File: src/rtl/bram_byte_rmw.sv
`default_nettype none
// bram_byte_rmw: word access adapter with per-byte write mask for a RAM port that has no byte enables.
// Partial-mask writes become read-merge-write; rev 1.0.
module bram_byte_rmw #(
  parameter int DATA_WIDTH = 32,
  parameter int MASK_WIDTH = DATA_WIDTH / 8
) (
  input  logic                  i_clock,
  input  logic                  i_reset_n,
  input  logic                  i_request,
  input  logic                  i_rw,
  input  logic [31:0]           i_address,
  input  logic [DATA_WIDTH-1:0] i_wdata,
  input  logic [MASK_WIDTH-1:0] i_wmask,
  output logic [DATA_WIDTH-1:0] o_rdata,
  output logic                  o_ready,
  output logic                  o_busy,
  output logic                  o_mem_request,
  output logic                  o_mem_rw,
  output logic [31:0]           o_mem_address,
  output logic [DATA_WIDTH-1:0] o_mem_wdata,
  input  logic [DATA_WIDTH-1:0] i_mem_rdata,
  input  logic                  i_mem_ready
);

  typedef enum logic [2:0] {
    IDLE         = 3'd0,
    RD_WAIT      = 3'd1,
    WR_WAIT      = 3'd2,
    RMW_RD_WAIT  = 3'd3,
    RMW_WR_ISSUE = 3'd4,
    ACK          = 3'd5
  } state_t;

  localparam logic [MASK_WIDTH-1:0] FULL_MASK = '1;

  state_t                state_q, state_d;
  logic [DATA_WIDTH-1:0] wdata_q, wdata_d;
  logic [MASK_WIDTH-1:0] wmask_q, wmask_d;
  logic [DATA_WIDTH-1:0] rdata_q, rdata_d;
  logic                  ready_q, ready_d;
  logic                  busy_q, busy_d;
  logic                  mem_req_q, mem_req_d;
  logic                  mem_rw_q, mem_rw_d;
  logic [31:0]           mem_addr_q, mem_addr_d;
  logic [DATA_WIDTH-1:0] mem_wdata_q, mem_wdata_d;

  always_ff @(posedge i_clock or negedge i_reset_n) begin
    if (!i_reset_n) begin
      state_q     <= IDLE;
      wdata_q     <= '0;
      wmask_q     <= '0;
      rdata_q     <= '0;
      ready_q     <= 1'b0;
      busy_q      <= 1'b0;
      mem_req_q   <= 1'b0;
      mem_rw_q    <= 1'b0;
      mem_addr_q  <= '0;
      mem_wdata_q <= '0;
    end else begin
      state_q     <= state_d;
      wdata_q     <= wdata_d;
      wmask_q     <= wmask_d;
      rdata_q     <= rdata_d;
      ready_q     <= ready_d;
      busy_q      <= busy_d;
      mem_req_q   <= mem_req_d;
      mem_rw_q    <= mem_rw_d;
      mem_addr_q  <= mem_addr_d;
      mem_wdata_q <= mem_wdata_d;
    end
  end

  // Every output register is loaded from the value it must show in the state being entered.
  always_comb begin
    state_d     = state_q;
    wdata_d     = wdata_q;
    wmask_d     = wmask_q;
    rdata_d     = '0;
    mem_req_d   = 1'b0;
    mem_rw_d    = mem_rw_q;
    mem_addr_d  = mem_addr_q;
    mem_wdata_d = mem_wdata_q;

    case (state_q)
      IDLE: begin
        if (i_request) begin
          wdata_d    = i_wdata;
          wmask_d    = i_wmask;
          mem_addr_d = i_address & ~32'h3;
          if (!i_rw) begin
            mem_req_d = 1'b1;
            mem_rw_d  = 1'b0;
            state_d   = RD_WAIT;
          end else if (i_wmask == FULL_MASK) begin
            mem_req_d   = 1'b1;
            mem_rw_d    = 1'b1;
            mem_wdata_d = i_wdata;
            state_d     = WR_WAIT;
          end else if (i_wmask == '0) begin
            state_d = ACK;
          end else begin
            mem_req_d = 1'b1;
            mem_rw_d  = 1'b0;
            state_d   = RMW_RD_WAIT;
          end
        end
      end
      RD_WAIT: begin
        if (i_mem_ready) begin
          rdata_d = i_mem_rdata;
          state_d = ACK;
        end
      end
      WR_WAIT: begin
        if (i_mem_ready) state_d = ACK;
      end
      RMW_RD_WAIT: begin
        if (i_mem_ready) begin
          for (int n = 0; n < MASK_WIDTH; n++) begin
            mem_wdata_d[8*n +: 8] = wmask_q[n] ? wdata_q[8*n +: 8] : i_mem_rdata[8*n +: 8];
          end
          mem_req_d = 1'b1;
          mem_rw_d  = 1'b1;
          state_d   = RMW_WR_ISSUE;
        end
      end
      RMW_WR_ISSUE: state_d = WR_WAIT;
      ACK:          state_d = IDLE;
      default:      state_d = IDLE;
    endcase

    ready_d = (state_d == ACK);
    busy_d  = (state_d != IDLE);
  end

  assign o_rdata       = rdata_q;
  assign o_ready       = ready_q;
  assign o_busy        = busy_q;
  assign o_mem_request = mem_req_q;
  assign o_mem_rw      = mem_rw_q;
  assign o_mem_address = mem_addr_q;
  assign o_mem_wdata   = mem_wdata_q;

endmodule
`default_nettype wire

File: config.mk
export PLATFORM = sky130hd
export DESIGN_NAME = bram_byte_rmw
export DESIGN_NICKNAME = d
export VERILOG_FILES = /design/src/rtl/bram_byte_rmw.sv
export SDC_FILE = /design/constraint.sdc
export NUM_CORES = 1
export LEC_CHECK = 0
export BUFFER_PORTS_ARGS = -buffer_cell sky130_fd_sc_hd__buf_4
export CORE_MARGIN = 5
export CORE_UTILIZATION = 46
export CTS_CLUSTER_DIAMETER = 120
export DETAILED_ROUTE_END_ITERATION = 12
export PLACE_DENSITY = 0.75
export REMOVE_ABC_BUFFERS = 1
export SYNTH_ARGS = -nofsm -noshare
export SYNTH_HDL_FRONTEND = slang
export SYNTH_SLANG_ARGS = --single-unit
File: constraint.sdc
create_clock -name i_clock -period 6.8 [get_ports i_clock]
set_input_delay 0.34 -clock i_clock [delete_from_list [all_inputs] [get_ports i_clock]]
set_output_delay 0.34 -clock i_clock [all_outputs]
set_load 0.1 [all_outputs]
---- Word-level counts from Yosys, hierarchy flattened ----
Cells that the tools add are included.
storage, ports and cells
  register bits after elaboration ......... 137
  latch bits .............................. 0
  memory bits (writable) .................. 0
  bits in read-only memories .............. 0
  bits of input ports ..................... 105
  logic and storage cells ................. 59
  memories ................................ 0
operators by class
  add/sub/neg operators ................... 0
  multipliers ............................. 0
  div/mod/pow operators ................... 0
  $lt $le $gt $ge ......................... 0
  eq/ne operators ......................... 11
  shift operators ......................... 0
  muxes and demuxes ....................... 30
  bitwise gates (word level) .............. 0
  reduce and logical (&&, ||, !) cells .... 8
operators with widths
  operator                                                         count
  32-bit 2-to-1 mux                                                6
  32-bit case mux with 2 select lines                              1
  8-bit 2-to-1 mux                                                 4
  3-bit 2-to-1 mux                                                 6
  3-bit case mux with 4 select lines                               1
  1-bit 2-to-1 mux                                                 10
  2-bit != test, second input constant                             4
  3-bit by 2-bit == test with 1-bit output, second input constant  2
  3-bit == test, second input constant                             2
  5-bit AND reduction                                              1
  4-bit == test, second input constant                             1
  4-bit logical NOT                                                1
  4-bit != test, second input constant                             1
  1-bit case mux with 2 select lines                               2
  4-bit AND reduction                                              1
  3-bit by 1-bit == test with 1-bit output, second input constant  1
  3-bit logical NOT                                                1
  3-bit nonzero test                                               1
  2-bit AND reduction                                              1
  2-bit nonzero test                                               1
  2-bit OR reduction                                               1

---- Longest topological paths before layout ----
Gate-level depths: netlist of run 1.
  depth in word-level cells ............... 7
  mapped depth ............................ 6

---- Least setup slack after synthesis of run 1 ----
No wires, ideal clock.
  kind .................................... reg-to-reg
  from .................................... register state_q[0]
  to ...................................... register mem_wdata_q[22], in the netlist o_mem_wdata[22]
  data arrival time ....................... 2006 ps
  setup slack ............................. 4667 ps
  cell stages (with the launch flop) ...... 7
  clock period less this slack ............ 2133 ps
  path through ............................ dfrtp_1 > buf_6 > or4b_1 > buf_2 > o31ai_4 > buf_6 > mux2_4
between the ends
  longest elaborated chain between the ends .. 3
  elaborated cells between the ends (all ways) .. 9
  those cells by class .................... eq/ne (5); mux (1); reduce/logical (3)
RTL lines
  element                                                                        line  source
  start, declared                                                                37    state_t state_q, state_d;
  start signal, assigned                                                         61    state_q <= state_d;
  3-bit by 2-bit == test with 1-bit output or 3-bit logical NOT (tied branches)  85    case (state_q)
  2-bit != test (no line) or 2-bit nonzero test (tied branches)                  --
  5-bit AND reduction (no line)                                                  --
  end signal, assigned                                                           70    mem_wdata_q <= mem_wdata_d;
  end, declared                                                                  46    logic [DATA_WIDTH-1:0] mem_wdata_q, mem_wdata_d;
Parallel ways exist; a longest one is shown, timed or not.
A chain may end at the register's enable or synchronous reset.

---- Worst setup path in the final report of run 1 ----
  from .................................... register state_q[1]
  to ...................................... register mem_wdata_q[8], in the netlist o_mem_wdata[8]
The elaborated chain is that of the path after synthesis.

==> impl_summary.md, run 1 <==
Worst setup path
Measured in cells, the most critical reg-to-reg path has a length of 4. The largest fanout of any net on the critical path is 24. Together, buffers and inverters on the worst path number 1.

The slowest stage of the critical path is the sky130_fd_sc_hd__or4b_1 cell. The endpoint type of the worst setup path is a flip-flop. The worst setup path is launched from a flip-flop. STA puts the critical path data required time at 7090 ps. On the worst path, the slowest cell contributes a delay of 730 ps. By startpoint and endpoint, the worst setup path is classified as flip-flop to flip-flop. The worst-case register-to-register setup slack is 3870 ps.

In this run the critical register-to-register path is launched from state_q[1]. The worst register-to-register path ends at o_mem_wdata[8]. The arrival time reported for the critical path endpoint is 3220 ps. The critical path goes through or4b_1, o31ai_4, buf_4, mux2_2. Grouping stages by cell kind, the critical path spends the most delay in simple AND/OR/NAND/NOR gates.

Clocking
The clock passes through at most 2 buffers. The clock tree from TritonCTS is done. The number of buffers inserted to repair setup after CTS is 0.

Buffers inserted to repair hold after CTS numbered 1. The clock slew at the register clock pins of the worst setup and hold paths is 50 ps. In this run, post-CTS repair resized a total of 0 instances. The H-tree was split into 4 levels. The latest clock arrival within the worst-skew pair is 410 ps. The clock buffer count from CTS is 17.

The root buffer cell chosen for the clock tree is sky130_fd_sc_hd__clkbuf_16. The CTS sink count is 137.

Cells and area
The non-filler instance count after layout is 772. Fill cells in the final layout number 980. The area added between synthesis and finish is 37.5%. The multi-input logic area is 2290 sq um.

In the final layout, the share of cells above drive strength 1 is 66.7%. The cell area after layout is 8050 sq um. Leaving out fill and tap cells, the most frequent cells in the layout are sky130_fd_sc_hd__buf_4 (204), sky130_fd_sc_hd__mux2_2 (153), sky130_fd_sc_hd__dfrtp_1 (137). The sequential cell area is 3430 sq um. The number of antenna diodes is 0.

Measured on the finished design, the core utilization comes to 64.1%. The library cell used most frequently in the layout, excluding fill and tap cells, is sky130_fd_sc_hd__buf_4. For this run, the post-layout net count is 693.

Floorplanning
The standard-cell row count is 41. The starting utilization of the core area is 46.6%. The floorplan step defined a die boundary enclosing 15100 sq um. From left edge to right edge, the die measures 123 microns. 205 I/O pins were placed. The core region is 12600 sq um. The die is 123 microns tall.

STA
The clock period could shrink to 2930 ps. For the pin with the worst max-slew slack, the measured transition is 886 ps. After layout, the worst path uses 43.1% of the clock period. Setup violations remaining at the end of the flow were counted as 0. Measured against its own limit, the worst slew margin works out to 40.9%. The total count of hold-check failures in the final report is 0. Setup repair after global routing left no endpoint under its margin. For this run, the top clock speed supported by timing is 0.341 GHz. The worst clock skew is 4.17 ps.

The number of max-slew violations in the final report is 0.

Synth
The netlist area before placement is 5850 sq um. In this run, synthesis produced a sequential element count of 137. The fraction of the yosys area taken by sequential cells is 58.6%. The cell count after synthesis came out at 388. During synthesis, Yosys emitted a total of 0 warnings.

The count of cell types in the netlist is 32. In this run the mean area of a mapped cell was 15.1 sq um.

Global routing
The total congestion overflow after global routing is 0. The number of global-route vias before repair is 4171. The initial antenna violation count was 0. The first global-routing pass estimated 21700 microns of wire.

Entering global routing, the biggest net connects 82 pins. The aggregate global-route resource usage is 19.0%.

Outcome
The run finished with clean final reports.

Placement
The cell area after placement is 7490 sq um. The detailed-placement wirelength estimate is 9980 microns. The count of buffers added on input and output ports is 200.

The final RePlAce weighted congestion is 0.762. The total instance count after detailed placement is 740.

Detailed routing
Once detail routing completed, the nets flagged for antenna violations numbered 0. The detailed-router iteration count before antenna repair is 6. The wire length per cell after detailed routing is 17.9 microns.

Wires add up to 13800 microns. In the routed design, unresolved DRC markers number 0. After detailed routing, the number of vias per cell comes to 4.97. The via count is 3839.

After the first detailed-routing iteration, the DRC count stood at 124.

Worst hold path
The start point of the worst hold path is i_mem_rdata[4]. The path with the worst hold slack has its endpoint at o_rdata[4]. The instance count along the most critical hold path is 2. In this run the worst hold path is classified as input pin to flip-flop.

Job
The number of maximum-capacitance violations is 0.
-- Yosys cell counts --
master	n	area (sq um)
sky130_fd_sc_hd__buf_4	2	15.0
sky130_fd_sc_hd__nand4_1	1	6.26
sky130_fd_sc_hd__o21bai_1	1	7.51
sky130_fd_sc_hd__nand2b_1	1	6.26
sky130_fd_sc_hd__buf_6	4	45.0
sky130_fd_sc_hd__or4b_1	1	10.0
sky130_fd_sc_hd__conb_1	1	3.75
sky130_fd_sc_hd__a31o_2	1	8.76
sky130_fd_sc_hd__o31a_1	1	8.76
sky130_fd_sc_hd__or2_2	1	6.26
sky130_fd_sc_hd__o21ai_0	3	15.0
sky130_fd_sc_hd__nand4b_1	1	8.76
sky130_fd_sc_hd__buf_2	5	25.0
sky130_fd_sc_hd__mux2_4	9	135
sky130_fd_sc_hd__o31ai_4	1	21.3
sky130_fd_sc_hd__and2_1	33	206
sky130_fd_sc_hd__dfrtp_1	137	3430
sky130_fd_sc_hd__and3b_1	2	17.5
sky130_fd_sc_hd__o2111ai_1	1	8.76
sky130_fd_sc_hd__buf_1	2	7.51
sky130_fd_sc_hd__nand2_1	2	7.51
sky130_fd_sc_hd__nor2_1	1	3.75
sky130_fd_sc_hd__a311oi_1	1	8.76
sky130_fd_sc_hd__o32ai_1	1	8.76
sky130_fd_sc_hd__a21boi_0	1	7.51
sky130_fd_sc_hd__nor4b_1	1	8.76
sky130_fd_sc_hd__inv_1	2	7.51
sky130_fd_sc_hd__or4_1	1	7.51
sky130_fd_sc_hd__nor3b_1	3	22.5
sky130_fd_sc_hd__clkbuf_1	13	48.8
sky130_fd_sc_hd__mux2_2	153	1720
sky130_fd_sc_hd__xnor2_1	1	8.76
-- metal layers --
metal  up-vias  track usage (%)  wire length, microns
met4         0             7.91                   324
met1      1936             21.3                  5310
met3        25             6.13                   919
met2       117             33.2                  7290
met5         -                0                     0
li1       1761                -                     -
-- sequential cells by signal, summed over array words and instances, names as in the netlist --
name and count:
o_busy 1, o_mem_address 30, o_mem_request 1, o_mem_rw 1
o_mem_wdata 32, o_rdata 32, o_ready 1, state_q 3
wdata_q 32, wmask_q 4
-- logic make-up after synthesis --
| group | share of synthesized area (%) |
|---|---|
| AOI/OAI and AO/OA | 1.62 |
| xor gates and xnor gates | 0.150 |
| buffers and inverters | 2.54 |
| DFF | 58.6 |
| muxes | 31.7 |
| other | 0.0641 |
| and+or+nand+nor | 5.32 |
-- worst reg2reg max path, cell delays in order (launching register included) --
cell and delay (ps):
sky130_fd_sc_hd__dfrtp_1 500, sky130_fd_sc_hd__or4b_1 730, sky130_fd_sc_hd__o31ai_4 700, sky130_fd_sc_hd__buf_4 480, sky130_fd_sc_hd__mux2_2 410
-- layout make-up --
type	count	area share [%]
Clock buffer	22	5.64
Clock inverter	9	1.24
Inverter	2	0.0932
Multi-Input combinational cell	224	28.5
Sequential cell	137	42.6
Tap cell	172	2.67
Timing Repair Buffer	206	19.3
-- worst max path at each step --
stage               cells after the start         endpoint       start
CTS                                     4   o_mem_wdata[8]  state_q[1]
detailed placement                      4   o_mem_wdata[8]  state_q[1]
floorplan                               3         o_mem_rw  state_q[1]
global route                            4   o_mem_wdata[8]  state_q[1]
finish                                  4   o_mem_wdata[8]  state_q[1]
global placement                        4  o_mem_wdata[10]  state_q[1]
-- metrics by stage --
stage,setup slack (ps),TNS [ps],hold WS (ps)
final,3870,0,146
after global routing,3730,0,131
after CTS,3840,0,132
after detailed placement,3850,0,433
after global placement,3920,0,426
after floorplan,-1920,-94130,44.4
Power of run 1 is not shown: default switching activity piles up to over one toggle a cycle in this logic, so the estimate is an artifact.
==> run 2: changes to the inputs <==
CORE_UTILIZATION = 45   (was 46)
PLACE_DENSITY = 0.76   (was 0.75)
clock period = 2.6 ns   (was 6.8 ns; I/O delays follow)
==> run 2 against run 1 <==
  * Non-clock buffer count rose by 104
  * Largest cell class unchanged
  * Critical endpoint is now o_mem_wdata[11]
  * First-iteration DRC count grew 23%
  * Register-to-register slack got worse by 3600 ps
  * Wire length rose by 16%
==> impl_summary.md, run 2 (same netlist as run 1, synthesis figures left out) <==
Worst setup path
In this design, the stage delay of the slowest critical-path cell is 700 ps. At the worst endpoint, the arrival time is 2640 ps. The largest fanout of any net on the critical path is 16. The type of the worst setup path is flip-flop to flip-flop. The kind of cell with the highest combined delay along the critical path is simple AND/OR/NAND/NOR gates. The endpoint type of the worst setup path is a flip-flop. Traced cell by cell, the critical path runs through or4b_1, o31ai_4, buf_4, mux2_2.

The nature of the critical path startpoint is a flip-flop. At the worst endpoint, the required time is 2900 ps. The number of buffer and inverter stages on the critical path is 1.

For this design, the slowest cell found on the critical path is sky130_fd_sc_hd__or4b_1.

Cells and area
Once layout is done, the placed cells without fillers occupy 9080 sq um. The library cells used most frequently in the layout, excluding fill and tap cells, are sky130_fd_sc_hd__buf_4 (206), sky130_fd_sc_hd__mux2_2 (153), sky130_fd_sc_hd__dfrtp_1 (137). From synthesis to final layout, the design area changed by 55.1%.

The number of filler instances in the final layout is 809. The net total in the final layout is 797. 0 antenna diodes ended up in the layout. The leading cell type in the layout, fill and taps excluded is sky130_fd_sc_hd__buf_4. The fraction of final layout cells with drive strength greater than 1 is 57.3%.

STA
The worst clock skew is 9.69 ps. Setup repair after global routing left no endpoint under its margin. Static timing analysis puts the maximum clock frequency at 0.426 GHz. The total count of hold-check failures in the final report is 0. The routed design could run at a clock period as short as 2340 ps. The total negative slack for setup checks is 0 ps. At the pin with the least slew margin, the transition time is 509 ps. The number of max-slew violations in the final report is 0.

The number of setup violations in the final report is 0. In this run the tightest slew margin relative to its limit is 66.1%. The final clock period utilization by the worst path is 90.2%.

Clocking
The CTS sink count is 137. The clock slew at the register clock pins of the worst setup and hold paths is 60 ps. The tree is rooted in a sky130_fd_sc_hd__clkbuf_16. The clock buffer count from CTS is 17. For the worst-skew pair, the clock arrives at the later sink with an insertion delay of 410 ps. The maximum number of buffers from clock root to sink is 2. The number of H-tree branching levels is 4. TritonCTS built the clock tree.

Placement
The final RePlAce weighted congestion is 0.834. The count of buffers from port buffering is 200. The placed instances occupy a cell area of 7560 sq um.

The detailed-placement wirelength estimate is 10100 microns.

Outcome
The run finished with clean final reports.

Global routing
Global routing used 21.9% of the available tracks. The wire length of the first global-routing pass is 25100 microns. The number of global-route vias before repair is 4830. The total congestion overflow after global routing is 0. The initial antenna violation count is 0. Entering global routing, the biggest net connects 67 pins.

Floorplanning
The standard-cell row count is 41. The die width is 124 microns. The floorplan step defined a die boundary enclosing 15400 sq um. The starting utilization of the core area is 46.2%. The core region is 12700 sq um.

205 I/O pins were placed. The vertical die dimension is 124 microns.

Detailed routing
After the first detailed-routing iteration, the DRC count stood at 153. The vias per cell is 4.93. The remaining routing DRC violations is 0. The first TritonRoute pass finished after 4 iterations.

The wire length per cell after detailed routing is 18.4 microns. The routed layout has 4296 vias. The number of routed nets with antenna violations is 0.

The routed wire length is 16100 microns.

Worst hold path
The path class of the tightest hold or removal check is input pin to flip-flop.

Job
Max-cap violations in this run came to 0.
-- run 2: layout make-up --
| cell class | count | area (sq um) | area share, % |
|---|---|---|---|
| multi-input cells | 224 | 2290 | 25.3 |
| inverters | 2 | 7.51 | 0.0827 |
| well taps | 172 | 215 | 2.37 |
| clock buffers | 23 | 468 | 5.15 |
| clock inverters | 4 | 47.5 | 0.524 |
| repair buffers | 310 | 2620 | 28.8 |
| flip-flops and latches | 137 | 3430 | 37.8 |
-- run 2: path summary, 6_finish.rpt --
| path | from | to | cells after the start | slack [ps] |
|---|---|---|---|---|
| max | state_q[0] | o_mem_wdata[11] | 4 | 260 |
| min | i_mem_ready | o_ready | 3 | 130 |
| max reg2reg | state_q[0] | o_mem_wdata[11] | 4 | 260 |
| min reg2reg | wdata_q[5] | wdata_q[5] | 1 | 500 |
| max in group asynchronous | i_reset_n | wdata_q[0] | 3 | 1510 |
| min in group asynchronous | i_reset_n | o_mem_address[30] | 2 | 240 |
-- run 2: through the flow --
step           setup WS (ps)  hold slack (ps)  util, %  instances
2_1_floorplan          -6120             -166        -        363
3_3_place_gp             305              109     59.7        745
3_5_place_dp             259              119     59.7        745
4_1_cts                  257              109     71.7        872
5_1_grt                  162              144     71.7        872
6_report                 255              130     71.7        872
-- run 2: per-layer routing --
layer | GRT usage (%) | part of all wire [%] | vias to the layer above
met2 | 40.2 | 54 | 137
met1 | 23.4 | 37 | 2152
met4 | 10.3 | 3.2 | 0
met3 | 5.50 | 5.8 | 38
li1 | - | - | 1969
met5 | 0 | 0 | -
-- run 2: worst min-delay path, delay by kind of cell --
family	cells	cell delay (ps)
AO/OA/AOI/OAI	1	110
AND/OR/NAND/NOR	1	120
buffers and inverters	1	130
-- run 2: timing repair --
action	in CTS	in global routing
hold buffers	100	0
resized for setup	0	0
endpoints found under the setup margin	0	0
hold endpoints to repair	149	0
buffers inserted	0	0
Power of run 2 is left out for the same reason.
==> run 3: changes to the inputs <==
CORE_UTILIZATION = 46   (was 45)
HOLD_SLACK_MARGIN = 0.03   (was unset)
PLACE_DENSITY = 0.75   (was 0.76)
SKIP_CTS_REPAIR_TIMING = 1   (was unset)
clock period = 2.7 ns   (was 2.6 ns; I/O delays follow)
==> run 3 against run 2 <==
  * Critical path type unchanged
  * Setup slack gained 120 ps
  * Count of clock-buffer cells in the layout grew 1
  * Core utilization grew 1.2 points
  * Largest cell class unchanged
  * Sequential share of layout area shrank 0.29 points
==> impl_summary.md, run 3 (same netlist as run 1, synthesis figures left out) <==
Outcome
The run finished with clean final reports.

Detailed routing
The detailed-router iteration count before antenna repair is 4. The via count is 4293. After detailed routing, the number of vias per cell comes to 4.91. After detailed routing, the average wire length per cell comes to 17.9 microns. Summed over all nets, wire length on met3 after detailed routing comes to 838 microns. The remaining routing DRC violations is 0. The routed wire length is 15600 microns. The detailed router used layers up to and including met4.

The number of routed nets with antenna violations is 0. The met2 wire length is 8540 microns. For this block, wires on met1 add up to 5940 microns. In this run, the number of DRC markers left after iteration 0 of detailed routing was 191.

Global routing
Global routing used 19.1% of the available tracks across all layers. The number of global-route vias before repair was 4265. The wire length of the first global-routing pass is 21700 microns. The pin count of the biggest net entering global routing is 77.

The initial antenna violation count is 0. The total congestion overflow after global routing is 0.

Worst setup path
The critical path goes through or4b_1, o31ai_4, buf_12, mux2_2. The type of the worst setup path is flip-flop to flip-flop. The longest individual stage delay on the worst path is 730 ps. The arrival time reported for the critical path endpoint is 2610 ps. STA classifies the critical path startpoint as a flip-flop. The endpoint type of the worst setup path is a flip-flop.

For the worst setup path, the data required time is 2990 ps. The largest fanout of any net on the critical path is 23. For this design, the slowest cell found on the critical path is sky130_fd_sc_hd__or4b_1.

Cells and area
The finished layout holds 875 standard cells, fillers aside. The area added between synthesis and finish is 56.3%. Leaving out fill and tap cells, the most frequent cell in the layout is sky130_fd_sc_hd__buf_4. Leaving out fill and tap cells, the most frequent cells in the layout are sky130_fd_sc_hd__buf_4 (204), sky130_fd_sc_hd__mux2_2 (153), sky130_fd_sc_hd__dfrtp_1 (137).

Of the cells placed in the final design, the portion with a size suffix greater than 1 is 57.9%. In the final design database the tool counted 795 nets. The number of antenna diodes is 0.

Job
The number of maximum-capacitance violations is 0.

STA
For the final database, setup skew stands at 6.18 ps. The number of setup violations in the final report is 0. The number of max-slew violations in the final report was 0. The total count of hold-check failures in the final report was 0. The slew at the pin closest to its max-slew limit is 752 ps. The maximum clock rate is 0.430 GHz. The worst path in the final design needs a cycle of 2320 ps, including I/O delays and setup. Of the available clock period, the critical path in the final layout requires 86.1%. Setup repair after global routing left no endpoint under its margin.

The relative slew slack is 49.7%.

Floorplanning
The floorplan has 41 rows. The starting utilization of the core area is 46.6%. The floorplan step set the die width to 123 microns.

The die covers 15100 sq um. The count of boundary I/O pins is 205. The vertical die dimension is 123 microns.

The standard cell core area is 12600 sq um.

Clocking
The clock root buffer is sky130_fd_sc_hd__clkbuf_16. The CTS sink count is 137. In this run, CTS created clock tree buffers numbering 17.

The latest clock arrival within the worst-skew pair is 410 ps. The clock tree from TritonCTS is done. Counting along the longest clock path gives a buffer depth of 2. The clock slew at the register clock pins of the worst setup and hold paths is 50 ps. In this run the number of H-tree levels came out at 4.

Placement
The final RePlAce weighted congestion is 0.795. In this run, placement finished with an instance count of 743. In this run the tool buffered the top-level ports with 200 buffer cells. Summed over all nets, the half-perimeter wirelength after detailed placement is 9940 microns.

Worst hold path
The class of the tightest hold or removal check is input pin to flip-flop.
-- run 3: stage by stage --
step                setup WS, ps  utilization [%]  hold WS (ps)  setup TNS (ps)  instance area, sq um
finish                       376             72.8          92.1               0                  9150
global route                 281             72.8           101               0                  9150
CTS                          380             64.8          -238               0                  8150
detailed placement           400             60.0           208               0                  7550
global placement             439             60.0           201               0                  7550
floorplan                  -6020                -          -161         -374490                  5720
-- run 3: layout make-up --
cell class / instances / area (sq um)
fillers: 819 / 3420
multi-input cells: 224 / 2290
repair buffers: 308 / 2600
clock buffers: 24 / 512
flip-flops and latches: 137 / 3430
inverters: 2 / 7.51
clock inverters: 8 / 90.1
well taps: 172 / 215
-- run 3: critical path: cells and delay by family (launching register included) --
kind / cells / cell delay, ps
AO/OA/AOI/OAI: 1 / 350
buffers and inverters: 1 / 240
flip-flops: 1 / 500
multiplexers: 1 / 370
AND/OR/NAND/NOR: 1 / 730
-- run 3: path summary, 6_finish.rpt --
kind,start,cells after the start,slack (ps),to
worst max-delay path,state_q[1],4,380,o_mem_wdata[16]
worst min-delay path,i_mem_ready,3,90,o_ready
worst min register to register,wdata_q[11],1,500,wdata_q[11]
min in group asynchronous,i_reset_n,2,300,o_mem_address[22]
max in group asynchronous,i_reset_n,3,1580,o_mem_address[30]
worst max register to register,state_q[1],4,380,o_mem_wdata[16]
-- run 3: layer usage --
layer | GRT usage (%) | vias up
met2 | 33.9 | 133
met5 | 0 | -
met3 | 6.13 | 26
met4 | 7.49 | 0
met1 | 21.2 | 2161
li1 | - | 1973
Power of run 3 is left out for the same reason.
